--- src/rtl/ram_fifo_ctrl_if.sv ---
// Client handshake and dual-port RAM connection bundle for ram_fifo_ctrl.
// i_Err_Clr / o_Overflow / o_Underflow exist only with RAM_FIFO_CTRL_ERR_FLAGS_EN.
interface ram_fifo_ctrl_if #(
  parameter int WIDTH = 8,
  parameter int DEPTH = 256
);
  localparam int AW = $clog2(DEPTH);
  localparam int CW = $clog2(DEPTH) + 1;

  logic             i_Wr_DV;
  logic [WIDTH-1:0] i_Wr_Data;
  logic             i_Rd_En;
  logic             o_Rd_DV;
  logic [WIDTH-1:0] o_Rd_Data;
  logic             o_Full;
  logic             o_Empty;
  logic             o_AF;
  logic             o_AE;
  logic [CW-1:0]    o_Count;
  logic [AW-1:0]    o_PortA_Addr;
  logic [WIDTH-1:0] o_PortA_Data;
  logic             o_PortA_WE;
  logic [AW-1:0]    o_PortB_Addr;
  logic [WIDTH-1:0] o_PortB_Data;
  logic             o_PortB_WE;
  logic [WIDTH-1:0] i_PortB_Data;
`ifdef RAM_FIFO_CTRL_ERR_FLAGS_EN
  logic             i_Err_Clr;
  logic             o_Overflow;
  logic             o_Underflow;

  modport slave (
    input  i_Wr_DV, i_Wr_Data, i_Rd_En, i_PortB_Data, i_Err_Clr,
    output o_Rd_DV, o_Rd_Data, o_Full, o_Empty, o_AF, o_AE, o_Count,
           o_PortA_Addr, o_PortA_Data, o_PortA_WE,
           o_PortB_Addr, o_PortB_Data, o_PortB_WE,
           o_Overflow, o_Underflow
  );

  modport master (
    output i_Wr_DV, i_Wr_Data, i_Rd_En, i_PortB_Data, i_Err_Clr,
    input  o_Rd_DV, o_Rd_Data, o_Full, o_Empty, o_AF, o_AE, o_Count,
           o_PortA_Addr, o_PortA_Data, o_PortA_WE,
           o_PortB_Addr, o_PortB_Data, o_PortB_WE,
           o_Overflow, o_Underflow
  );
`else
  modport slave (
    input  i_Wr_DV, i_Wr_Data, i_Rd_En, i_PortB_Data,
    output o_Rd_DV, o_Rd_Data, o_Full, o_Empty, o_AF, o_AE, o_Count,
           o_PortA_Addr, o_PortA_Data, o_PortA_WE,
           o_PortB_Addr, o_PortB_Data, o_PortB_WE
  );

  modport master (
    output i_Wr_DV, i_Wr_Data, i_Rd_En, i_PortB_Data,
    input  o_Rd_DV, o_Rd_Data, o_Full, o_Empty, o_AF, o_AE, o_Count,
           o_PortA_Addr, o_PortA_Data, o_PortA_WE,
           o_PortB_Addr, o_PortB_Data, o_PortB_WE
  );
`endif
endinterface

--- src/rtl/ram_fifo_ctrl.sv ---
// FIFO controller driving a single-clock dual-port RAM (port A write, port B read).
// Define RAM_FIFO_CTRL_ERR_FLAGS_EN to add sticky overflow/underflow flags.
module ram_fifo_ctrl #(
  parameter int WIDTH    = 8,
  parameter int DEPTH    = 256,
  parameter int AF_LEVEL = DEPTH - 4,
  parameter int AE_LEVEL = 4
) (
  input  logic           i_Clk,
  input  logic           i_Rst_L,
  ram_fifo_ctrl_if.slave bus
);

  localparam int AW = $clog2(DEPTH);
  localparam int CW = $clog2(DEPTH) + 1;

  localparam logic [AW-1:0] LAST_PTR = AW'(DEPTH - 1);
  localparam logic [CW-1:0] FULL_CNT = CW'(DEPTH);
  localparam logic [CW-1:0] AF_CNT   = CW'(AF_LEVEL);
  localparam logic [CW-1:0] AE_CNT   = CW'(AE_LEVEL);

  // Explicit wrap compare keeps non-power-of-two depths correct.
  function automatic logic [AW-1:0] next_ptr(input logic [AW-1:0] ptr);
    if (ptr == LAST_PTR) begin
      return {AW{1'b0}};
    end else begin
      return ptr + AW'(1'b1);
    end
  endfunction

  logic [AW-1:0] wr_ptr_q, wr_ptr_d;
  logic [AW-1:0] rd_ptr_q, rd_ptr_d;
  logic [CW-1:0] count_q,  count_d;
  logic          full_q,   full_d;
  logic          empty_q,  empty_d;
  logic          af_q,     af_d;
  logic          ae_q,     ae_d;
  logic          rd_dv_q,  rd_dv_d;
  logic          wr_acc_s;
  logic          rd_acc_s;

  // Acceptance uses only registered flags, so no input-to-input loop exists.
  always_comb begin
    wr_acc_s = bus.i_Wr_DV & ~full_q;
    rd_acc_s = bus.i_Rd_En & ~empty_q;
  end

  // Next-state for pointers, fill count, decoded flags and read-valid.
  always_comb begin
    wr_ptr_d = wr_ptr_q;
    rd_ptr_d = rd_ptr_q;
    count_d  = count_q;

    if (wr_acc_s) begin
      wr_ptr_d = next_ptr(wr_ptr_q);
    end else begin
      wr_ptr_d = wr_ptr_q;
    end

    if (rd_acc_s) begin
      rd_ptr_d = next_ptr(rd_ptr_q);
    end else begin
      rd_ptr_d = rd_ptr_q;
    end

    case ({wr_acc_s, rd_acc_s})
      2'b10:   count_d = count_q + CW'(1'b1);
      2'b01:   count_d = count_q - CW'(1'b1);
      default: count_d = count_q;
    endcase

    // Flags are registered copies of the decode of the next count.
    full_d  = (count_d == FULL_CNT);
    empty_d = (count_d == {CW{1'b0}});
    af_d    = (count_d >= AF_CNT);
    ae_d    = (count_d <= AE_CNT);
    rd_dv_d = rd_acc_s;
  end

  // State registers; reset discards contents and any in-flight read strobe.
  always_ff @(posedge i_Clk or negedge i_Rst_L) begin
    if (!i_Rst_L) begin
      wr_ptr_q <= {AW{1'b0}};
      rd_ptr_q <= {AW{1'b0}};
      count_q  <= {CW{1'b0}};
      full_q   <= 1'b0;
      empty_q  <= 1'b1;
      af_q     <= 1'b0;
      ae_q     <= 1'b1;
      rd_dv_q  <= 1'b0;
    end else begin
      wr_ptr_q <= wr_ptr_d;
      rd_ptr_q <= rd_ptr_d;
      count_q  <= count_d;
      full_q   <= full_d;
      empty_q  <= empty_d;
      af_q     <= af_d;
      ae_q     <= ae_d;
      rd_dv_q  <= rd_dv_d;
    end
  end

  assign bus.o_Full       = full_q;
  assign bus.o_Empty      = empty_q;
  assign bus.o_AF         = af_q;
  assign bus.o_AE         = ae_q;
  assign bus.o_Count      = count_q;
  assign bus.o_Rd_DV      = rd_dv_q;
  // RAM output register already holds the word; pass it straight through.
  assign bus.o_Rd_Data    = bus.i_PortB_Data;

  assign bus.o_PortA_WE   = wr_acc_s;
  assign bus.o_PortA_Addr = wr_ptr_q;
  assign bus.o_PortA_Data = bus.i_Wr_Data;
  assign bus.o_PortB_Addr = rd_ptr_q;
  assign bus.o_PortB_Data = {WIDTH{1'b0}};
  assign bus.o_PortB_WE   = 1'b0;

`ifdef RAM_FIFO_CTRL_ERR_FLAGS_EN
  logic ovf_q, ovf_d;
  logic unf_q, unf_d;

  // Sticky error flags; a new error wins over a coincident clear.
  always_comb begin
    if (bus.i_Wr_DV && full_q) begin
      ovf_d = 1'b1;
    end else if (bus.i_Err_Clr) begin
      ovf_d = 1'b0;
    end else begin
      ovf_d = ovf_q;
    end

    if (bus.i_Rd_En && empty_q) begin
      unf_d = 1'b1;
    end else if (bus.i_Err_Clr) begin
      unf_d = 1'b0;
    end else begin
      unf_d = unf_q;
    end
  end

  // Error flag registers.
  always_ff @(posedge i_Clk or negedge i_Rst_L) begin
    if (!i_Rst_L) begin
      ovf_q <= 1'b0;
      unf_q <= 1'b0;
    end else begin
      ovf_q <= ovf_d;
      unf_q <= unf_d;
    end
  end

  assign bus.o_Overflow  = ovf_q;
  assign bus.o_Underflow = unf_q;
`endif

endmodule
--- src/flat_wrapper.sv ---
// flat-port wrapper written by rule: the top's interface ports become plain ports
module ram_fifo_ctrl_flat 
#(
  parameter int WIDTH    = 8,
  parameter int DEPTH    = 256,
  parameter int AF_LEVEL = DEPTH - 4,
  parameter int AE_LEVEL = 4
)
  (i_Clk, i_Rst_L, bus_i_Wr_DV, bus_i_Wr_Data, bus_i_Rd_En, bus_i_PortB_Data, bus_o_Rd_DV, bus_o_Rd_Data, bus_o_Full, bus_o_Empty, bus_o_AF, bus_o_AE, bus_o_Count, bus_o_PortA_Addr, bus_o_PortA_Data, bus_o_PortA_WE, bus_o_PortB_Addr, bus_o_PortB_Data, bus_o_PortB_WE);
  ram_fifo_ctrl_if #(.WIDTH(WIDTH), .DEPTH(DEPTH)) bus_i ();
  input  logic i_Clk;
  input  logic i_Rst_L;
  input wire logic [$bits(bus_i.i_Wr_DV)-1:0] bus_i_Wr_DV;
  input wire logic [$bits(bus_i.i_Wr_Data)-1:0] bus_i_Wr_Data;
  input wire logic [$bits(bus_i.i_Rd_En)-1:0] bus_i_Rd_En;
  input wire logic [$bits(bus_i.i_PortB_Data)-1:0] bus_i_PortB_Data;
  output wire logic [$bits(bus_i.o_Rd_DV)-1:0] bus_o_Rd_DV;
  output wire logic [$bits(bus_i.o_Rd_Data)-1:0] bus_o_Rd_Data;
  output wire logic [$bits(bus_i.o_Full)-1:0] bus_o_Full;
  output wire logic [$bits(bus_i.o_Empty)-1:0] bus_o_Empty;
  output wire logic [$bits(bus_i.o_AF)-1:0] bus_o_AF;
  output wire logic [$bits(bus_i.o_AE)-1:0] bus_o_AE;
  output wire logic [$bits(bus_i.o_Count)-1:0] bus_o_Count;
  output wire logic [$bits(bus_i.o_PortA_Addr)-1:0] bus_o_PortA_Addr;
  output wire logic [$bits(bus_i.o_PortA_Data)-1:0] bus_o_PortA_Data;
  output wire logic [$bits(bus_i.o_PortA_WE)-1:0] bus_o_PortA_WE;
  output wire logic [$bits(bus_i.o_PortB_Addr)-1:0] bus_o_PortB_Addr;
  output wire logic [$bits(bus_i.o_PortB_Data)-1:0] bus_o_PortB_Data;
  output wire logic [$bits(bus_i.o_PortB_WE)-1:0] bus_o_PortB_WE;
  assign bus_i.i_Wr_DV = bus_i_Wr_DV;
  assign bus_i.i_Wr_Data = bus_i_Wr_Data;
  assign bus_i.i_Rd_En = bus_i_Rd_En;
  assign bus_i.i_PortB_Data = bus_i_PortB_Data;
  assign bus_o_Rd_DV = bus_i.o_Rd_DV;
  assign bus_o_Rd_Data = bus_i.o_Rd_Data;
  assign bus_o_Full = bus_i.o_Full;
  assign bus_o_Empty = bus_i.o_Empty;
  assign bus_o_AF = bus_i.o_AF;
  assign bus_o_AE = bus_i.o_AE;
  assign bus_o_Count = bus_i.o_Count;
  assign bus_o_PortA_Addr = bus_i.o_PortA_Addr;
  assign bus_o_PortA_Data = bus_i.o_PortA_Data;
  assign bus_o_PortA_WE = bus_i.o_PortA_WE;
  assign bus_o_PortB_Addr = bus_i.o_PortB_Addr;
  assign bus_o_PortB_Data = bus_i.o_PortB_Data;
  assign bus_o_PortB_WE = bus_i.o_PortB_WE;
  ram_fifo_ctrl #(.WIDTH(WIDTH), .DEPTH(DEPTH), .AF_LEVEL(AF_LEVEL), .AE_LEVEL(AE_LEVEL)) u_core (.i_Clk(i_Clk), .i_Rst_L(i_Rst_L), .bus(bus_i));
endmodule
--- config.mk ---
export PLATFORM = sky130hd
export DESIGN_NAME = ram_fifo_ctrl_flat
export DESIGN_NICKNAME = d
export VERILOG_FILES = /design/src/rtl/ram_fifo_ctrl_if.sv /design/src/rtl/ram_fifo_ctrl.sv /design/src/flat_wrapper.sv
export SDC_FILE = /design/constraint.sdc
export NUM_CORES = 1
export LEC_CHECK = 0
export ABC_AREA = 0
export CAP_MARGIN = 25
export CELL_PAD_IN_SITES_DETAIL_PLACEMENT = 2
export CELL_PAD_IN_SITES_GLOBAL_PLACEMENT = 2
export CORE_MARGIN = 4
export CORE_UTILIZATION = 27
export DETAILED_ROUTE_END_ITERATION = 10
export HOLD_SLACK_MARGIN = 0.15
export MAX_ROUTING_LAYER = met4
export PLACE_DENSITY = 0.87
export SLEW_MARGIN = 5
export SYNTH_ARGS = -nofsm -noshare
export SYNTH_HDL_FRONTEND = slang
export SYNTH_SLANG_ARGS = --single-unit
export TNS_END_PERCENT = 30
--- constraint.sdc ---
create_clock -name i_Clk -period 2.78 [get_ports i_Clk]
set_input_delay 0.556 -clock i_Clk [delete_from_list [all_inputs] [get_ports i_Clk]]
set_output_delay 0.556 -clock i_Clk [all_outputs]
set_load 0.01 [all_outputs]
* Word level (Yosys, flattened, before mapping) *
Index checks and enable logic that the tools add are counted.

word-level totals
  register bits after elaboration = 30
  bits of input ports = 20
  output and inout port bits = 56

operators by class
  $add $sub $neg = 4
  bitwise logic cells = 4
  multiplexer cells = 3
  reduce and logical (&&, ||, !) cells = 1
  equal/unequal tests = 5
  order comparisons = 2

operators with widths
  operator             count
  $pmux 9 s2           1
  $add 8x1->8 const B  2
  $eq 8x8->1 const B   2
  $mux 8               2
  $add 9x1->9 const B  1
  $eq 9x9->1 const B   1
  $ge 9x8->1 const B   1
  $le 9x3->1 const B   1
  $logic_not 9->1      1
  $sub 9x1->9 const B  1
  $and 1x1->1          2
  $eq 2x1->1 const B   1
  $eq 2x2->1 const B   1
  $not 1->1            2

* Longest topological paths before layout *
Gate-level depths: netlist of run 1.

  depth after elaboration = 5
  gate-level depth with buffers = 14

* Least setup slack after synthesis of run 1 *
OpenSTA, ideal clock, no wires.

  path type = input -> register
  from = input bus_i_Rd_En
  to = register u_core.full_q, in the netlist u_core.bus.o_Full
  path buffers = 1
  setup time = 0.080 ns
  data required time = 2.700 ns
  arrival = 2.492 ns
  cell stages on the path = 12
  slack = 0.208 ns
  cells stage by stage = nand2b_4 -> buf_12 -> inv_8 -> nand2_4 -> xnor2_1 -> ha_1 -> nor3b_1 -> a2111oi_0 -> nand2_1 -> a31oi_4 -> xor2_4 -> nor3b_2

on the way
  word-level cells in the longest chain between the ends = 4
  elaborated cells on any way between the ends = 5
  classes of those cells = eq/ne (3); mux (1); bitwise (1)

ends and longest elaborated chain
  item                                      line                 text
  start, declared                           flat_wrapper.sv:15   input wire logic [$bits(bus_i.i_Rd_En)-1:0] bus_i_Rd_En;
  $and 1x1->1 (*)                           ram_fifo_ctrl.sv:45  rd_acc_s = bus.i_Rd_En & ~empty_q;
  $eq 2x1->1 or $eq 2x2->1 (tied branches)  ram_fifo_ctrl.sv:66  case ({wr_acc_s, rd_acc_s})
  $pmux 9 s2 (*)                            ram_fifo_ctrl.sv:66
  net u_core.count_d[8]                     ram_fifo_ctrl.sv:33  logic [CW-1:0] count_q, count_d;
  $eq 9x9->1 (*)                            ram_fifo_ctrl.sv:73  full_d = (count_d == FULL_CNT);
  net u_core.full_d                         ram_fifo_ctrl.sv:34  logic full_q, full_d;
  end signal, assigned                      ram_fifo_ctrl.sv:95  full_q <= full_d;
  end, declared                             ram_fifo_ctrl.sv:34

The timed path passes the listed nets; every way through them passes the cells marked *.
A chain may end at the register's enable or synchronous reset.

* Worst setup path in the final report of run 1 *
  from = register u_core.empty_q, in the netlist u_core.bus.o_Empty
  to = register u_core.af_q, in the netlist u_core.bus.o_AF

on the way
  word-level cells in the longest chain between the ends = 5
  elaborated cells on any way between the ends = 6
  classes of those cells = order compare (1); eq/ne (2); mux (1); bitwise (2)

ends and longest elaborated chain
  item                                      line                 text
  start, declared                           ram_fifo_ctrl.sv:35  logic empty_q, empty_d;
  start signal, assigned                    ram_fifo_ctrl.sv:96  empty_q <= empty_d;
  $not 1->1 (*)                             ram_fifo_ctrl.sv:45
  $and 1x1->1 (*)                           ram_fifo_ctrl.sv:45
  $eq 2x1->1 or $eq 2x2->1 (tied branches)  ram_fifo_ctrl.sv:66
  $pmux 9 s2 (*)                            ram_fifo_ctrl.sv:66
  net u_core.count_d[4]                     ram_fifo_ctrl.sv:33
  $ge 9x8->1 (*)                            ram_fifo_ctrl.sv:75  af_d = (count_d >= AF_CNT);
  net u_core.af_d                           ram_fifo_ctrl.sv:36  logic af_q, af_d;
  end signal, assigned                      ram_fifo_ctrl.sv:88  af_q <= 1'b0;
  end signal, assigned                      ram_fifo_ctrl.sv:97  af_q <= af_d;
  end, declared                             ram_fifo_ctrl.sv:36

Marks and branches as above.

==> results.cfg, run 1 <==
[run_status]
status = finished clean

[floorplan]
die_area_sq_mm = 0.00963
die_w_um = 98.1
fp.dieH_um = 98.1
io_pins = 76
fp-row-count = 32
core_area_sq_mm = 0.00781
initial_core_util = 0.281

[pwr]
ir_worst_vdd_mv = 0.482
power_frac_clock = 0.151
switching_power_mw = 1.30
cellPowerDensity_mw_per_mm2 = 1100
comb_power_share = 0.543
seq_power_share = 0.305
sw_frac_of_total = 0.428
total_leakage_power_nw = 1.13
power_mw = 3.04
power.internal_mw = 1.74

[yosys]
yosys_warnings = 0
synth_mux_area_frac = 0.0188
synth-edff-count = 0
ys_seq_area_frac = 0.343
avgSynthCellArea_sq_um = 9.97
synth-compound-area-share = 0.153
async_flop_share = 1.00
synth-adder-area-share = 0.0228
synth_simple_gate_area_frac = 0.218
synthesis.instances = 220
synth_flop_cell = dfrtp_1
ys_ff_latch = 30
synth_top_family_by_area = simple AND/OR/NAND/NOR gates
syn_area_sq_mm = 0.00219
yosys.area_share.xor_xnor = 0.0924
yosysUniqueCellTypes = 66

[grt]
busiest_layer = met2
grt_pass1_wl_mm = 10.9
first_global_vias = 1917
gr-usage-met2 = 0.252
grt_max_degree = 31
use_met3 = 0.0321
antenna_found_initial = 0
grt.total_usage = 0.145
overflow = 0
gr-usage-met1 = 0.172

[sta]
skew_ps = 1.24
final-max-slew-violation-count = 0
rsz0062_at_grt = no
hold_viol_final = 0
min_period_over_period = 0.945
timing.final.ws_setup_ps = 154
timing.fmax_ghz = 0.381
min_period_ps = 2630
setup_viol = 0
hold_ws_ps = 511

[routing]
wl_per_cell_um = 18.6
drtPass1Iterations = 4
vias = 1740
drc_errors = 0
via_per_inst = 4.86
antenna_left = 0
wl_mm = 6.66
drt_iter0_drc = 62

[cells_and_area]
design_area_sq_mm = 0.00276
final_common_cell = clkdlybuf4s50_1
drive_gt1_frac = 0.273
instances_no_fill = 358
multi_input_comb_area_sq_mm = 0.00120
diodes = 0
regArea_sq_um = 753
final_cell_mix = 32 x clkdlybuf4s50_1, 28 x dfrtp_1, 24 x buf_4
area_growth_pct = 25.6
n_fill_cell = 853
nNetsFinal = 280

[min_path]
worstHoldStart = u_core.bus.o_PortA_Addr[6]$_DFFE_PN0P_
worstHoldPathType = reg -> reg

[critical_path]
path_max_fanout = 6
cp.required_ps = 2950
critPathLaunch = u_core.bus.o_Empty$_DFF_PN1_
worstPathArrival_ps = 2800
end_kind = flop
r2r_start = u_core.bus.o_Empty$_DFF_PN1_
crit_path_start_kind = flop
worst-setup-path-type = reg -> reg

[clocking]
h-tree-depth = 2
cts_hold_buf = 0
cts_buffers = 5
cts_root_buffer = clkbuf_8
cts.sinks = 30
cts_tree = built
max-clock-path-buffers = 2
clock_latency_ps = 280
path_clk_slew_ps = 70

[placement]
postPlaceCellArea_sq_mm = 0.00257
dp.cells = 350
io_buffer_count = 34
gp_congestion = 0.904
dp_hpwl_mm = 4.89
dp_slack_ps = -436

[job]
maxCapViolations = 0
-- power groups by stage --
stage / clock, mW / sequential, mW / combinational, mW
6_report: 0.460 / 0.929 / 1.65
5_1_grt: 0.499 / 0.968 / 1.79
4_1_cts: 0.474 / 0.924 / 1.65
3_5_place_dp: 0 / 0.917 / 1.57
3_3_place_gp: 0 / 0.898 / 1.49
2_1_floorplan: 0 / 0.865 / 0.906
-- state kept, by name, summed over array words and instances (netlist names) --
| signal | count |
|---|---|
| u_core.bus.o_Count | 9 |
| u_core.bus.o_PortA_Addr | 8 |
| u_core.bus.o_PortB_Addr | 8 |
| u_core.bus.o_AE | 1 |
| u_core.bus.o_AF | 1 |
| u_core.bus.o_Empty | 1 |
| u_core.bus.o_Full | 1 |
| u_core.bus.o_Rd_DV | 1 |
-- layout make-up --
| type | count | area share |
|---|---|---|
| sequential | 30 | 0.273 |
| timing repair buffer | 58 | 0.189 |
| clock inverter | 1 | 0.0109 |
| multi-input combinational | 153 | 0.436 |
| tap | 102 | 0.0463 |
| clock buffer | 6 | 0.0300 |
| inverter | 8 | 0.0136 |
-- kinds of logic (layout without fill, tap and decap cells) --
| kind of cell | count (synthesis) | count (layout) |
|---|---|---|
| flops | 30 | 30 |
| other cells | 1 | 9 |
| compound gates | 37 | 37 |
| simple gates | 78 | 78 |
| xor+xnor | 21 | 21 |
| mux | 4 | 4 |
| fa+ha+maj | 4 | 4 |
| buf+inv | 45 | 73 |
-- per-layer routing --
metal	part of all wire	vias to the layer above
li1	-	798
met4	0.017	0
met1	0.41	883
met2	0.53	44
met5	0	-
met3	0.042	15
-- path summary, 6_finish.rpt --
path / end / slack (ps) / depth (start not counted)
hold reg to reg: u_core.bus.o_PortA_Addr[6]$_DFFE_PN0P_ / 510 / 1
min in group asynchronous: u_core.bus.o_PortB_Addr[7]$_DFFE_PN0P_ / 690 / 2
setup reg to reg: u_core.bus.o_AF$_DFF_PN0_ / 150 / 13
setup / recovery: u_core.bus.o_AF$_DFF_PN0_ / 150 / 13
hold / removal: u_core.bus.o_PortA_Addr[6]$_DFFE_PN0P_ / 510 / 1
max in group asynchronous: u_core.bus.o_Empty$_DFF_PN1_ / 1760 / 2
-- cell usage after synthesis, types with 2 or more instances --
cell type / number / share of area
dfstp_2: 2 / 0.024
buf_12: 2 / 0.018
a22oi_1: 2 / 0.0068
o31ai_1: 2 / 0.0068
dfrtp_1: 28 / 0.32
a31oi_1: 2 / 0.0057
a21o_1: 2 / 0.0068
inv_1: 6 / 0.010
ha_1: 4 / 0.023
nand4_1: 7 / 0.020
and3_1: 4 / 0.011
buf_6: 2 / 0.010
nand2b_4: 2 / 0.013
clkbuf_1: 2 / 0.0034
nor2_1: 16 / 0.027
nor3_1: 4 / 0.0091
xor2_1: 5 / 0.020
buf_2: 5 / 0.011
mux2i_1: 3 / 0.014
xnor2_1: 15 / 0.060
nand2b_1: 2 / 0.0057
nand2_1: 19 / 0.033
o21ai_0: 7 / 0.016
or3_1: 2 / 0.0057
buf_4: 26 / 0.089
nand3_1: 5 / 0.011
and3_4: 2 / 0.010
a21oi_1: 4 / 0.0091
-- timing repair --
item	4_1_cts	5_1_grt
gates resized for setup	9	6
endpoints found under the setup margin	4	6
endpoints found under the hold margin	0	0
pin swaps	2	3
setup buffers	1	0
-- critical path, stage by stage (launching register included) --
cell and delay [ps]:
dfstp_2 540, nand2b_4 160, inv_8 40, nand2_4 60
xnor2_2 70, ha_1 200, buf_4 160, nor4_2 280
a31oi_1 110, a2bb2oi_2 210, xor2_2 220, inv_1 90
and3_1 150, a41o_1 230
-- through the flow --
step	utilization	setup TNS (ps)
3_3_place_gp	0.330	-852
4_1_cts	0.350	-33.1
3_5_place_dp	0.330	-2270
6_report	0.353	0
5_1_grt	0.353	0
2_1_floorplan	-	0
Power figures use the tool's default switching activity.
==> inputs of run 2 (changes only) <==
==> constraint.sdc (replaced) <==
create_clock -name i_Clk -period 2.9 [get_ports i_Clk]
set_input_delay 0.58 -clock i_Clk [delete_from_list [all_inputs] [get_ports i_Clk]]
set_output_delay 0.58 -clock i_Clk [all_outputs]
set_load 0.01 [all_outputs]
==> results.cfg, run 2 (synthesis gave the netlist of run 1 again) <==
[critical_path]
rr_endpoint = u_core.bus.o_AF$_DFF_PN0_
cpMaxStageDelayCell = dfstp_2
path_cells = nand2b_4, inv_8, nand2_4, xnor2_1, ha_2, buf_4, nand2b_1, a22o_1, a2bb2oi_2, xor2_2, inv_1, and3_1, a41o_1
crit_path_start_kind = flop
endpoint = u_core.bus.o_AF$_DFF_PN0_
worst-setup-path-type = reg -> reg
critPathLaunch = u_core.bus.o_Empty$_DFF_PN1_
crit_family = compound AO/OA/AOI/OAI gates
rr_worst_depth = 13
r2r_start = u_core.bus.o_Empty$_DFF_PN1_
critPathMaxStageDelay_ps = 530
end_kind = flop
r2r_setup_slack_ps = 340
path_max_fanout = 5
cp.depth = 13
cp.required_ps = 3070
path_buf_inv = 3
worstPathArrival_ps = 2730

[grt]
antenna_found_initial = 0
first_global_vias = 1962
overflow = 0
grt_pass1_wl_mm = 10.3
grt_max_degree = 31
grt.total_usage = 0.137

[sta]
hold_viol_final = 0
min_period_over_period = 0.883
setup_viol = 0
min_period_ps = 2560
final-max-slew-violation-count = 0
skew_ps = 9.77
fin_tns_setup_ps = 0
timing.fmax_ghz = 0.391
rsz0062_at_grt = no
hold_ws_ps = 507
timing.final.ws_setup_ps = 340

[min_path]
worstHoldPathType = reg -> reg

[clocking]
cts.sinks = 30
cts_buffers = 5
max-clock-path-buffers = 2
cts_tree = built
h-tree-depth = 2
cts_hold_buf = 0
cts_root_buffer = clkbuf_8
clock_latency_ps = 290
path_clk_slew_ps = 60
cts_setup_buffers = 0

[routing]
drtPass1Iterations = 4
via_per_inst = 4.87
antenna_left = 0
drt_iter0_drc = 40
drc_errors = 0
wl_mm = 6.14
wl_per_cell_um = 17.3
vias = 1730

[floorplan]
fp.dieH_um = 98.1
fp-row-count = 32
die_area_sq_mm = 0.00963
io_pins = 76
initial_core_util = 0.281
core_area_sq_mm = 0.00781
die_w_um = 98.1

[cells_and_area]
final_common_cell = clkdlybuf4s50_1
instances_no_fill = 355
design_area_sq_mm = 0.00272
drive_gt1_frac = 0.253
diodes = 0
final_cell_mix = 32 x clkdlybuf4s50_1, 28 x dfrtp_1, 19 x nand2_1, 19 x buf_4, 15 x nor2_1
area_growth_pct = 23.8
nNetsFinal = 276
finish.utilization = 0.348
largest_reg_flops = 9

[placement]
dp_hpwl_mm = 4.65
dp.cells = 347
dp_slack_ps = -309
postPlaceCellArea_sq_mm = 0.00256
gp_congestion = 0.859
io_buffer_count = 34

[pwr]
power_frac_clock = 0.148
power.internal_mw = 1.62
comb_power_share = 0.529
seq_power_share = 0.323
sw_frac_of_total = 0.424
power_mw = 2.81
ir_worst_vdd_mv = 0.395
total_leakage_power_nw = 1.11
cellPowerDensity_mw_per_mm2 = 1030
switching_power_mw = 1.19

[job]
maxCapViolations = 0

[run_status]
status = finished clean
-- run 2: repair_timing --
item	4_1_cts	5_1_grt
gates cloned	0	0
setup endpoints to repair	3	4
hold endpoints to repair	0	0
resized for setup	2	9
pin swaps	0	3
-- run 2: cell type report --
class                           instances  area (sq um)
Clock buffer                            5          68.8
Timing Repair Buffer                   54           508
Tap cell                              102           128
Multi-Input combinational cell        153          1180
Fill cell                             865          5090
Inverter                                8          37.5
Sequential cell                        30           753
Clock inverter                          3          40.0
-- run 2: worst min-delay path by stage --
stage                                                 from                                      to  slack (ps)  cells past startpoint
global placement    u_core.bus.o_PortB_Addr[6]$_DFFE_PN0P_  u_core.bus.o_PortB_Addr[6]$_DFFE_PN0P_         480                      1
CTS                 u_core.bus.o_PortB_Addr[4]$_DFFE_PN0P_  u_core.bus.o_PortB_Addr[4]$_DFFE_PN0P_         510                      1
detailed placement  u_core.bus.o_PortB_Addr[4]$_DFFE_PN0P_  u_core.bus.o_PortB_Addr[4]$_DFFE_PN0P_         500                      1
global route        u_core.bus.o_PortA_Addr[6]$_DFFE_PN0P_  u_core.bus.o_PortA_Addr[6]$_DFFE_PN0P_         530                      1
floorplan                                          i_Rst_L               u_core.bus.o_AF$_DFF_PN0_         280                      0
finish              u_core.bus.o_PortA_Addr[6]$_DFFE_PN0P_  u_core.bus.o_PortA_Addr[6]$_DFFE_PN0P_         510                      1
-- run 2: power groups by stage --
stage / sequential, mW / clock [mW] / combinational (mW)
final: 0.906 / 0.417 / 1.48
after global routing: 0.948 / 0.448 / 1.64
after CTS: 0.903 / 0.430 / 1.49
after detailed placement: 0.905 / 0 / 1.46
after global placement: 0.878 / 0 / 1.40
after floorplan: 0.829 / 0 / 0.868
-- run 2: metal layers --
metal / share of wire / GRT usage
met1: 0.43 / 0.161
met4: 0.012 / 0.0431
met5: 0 / -
met2: 0.52 / 0.230
met3: 0.041 / 0.0336
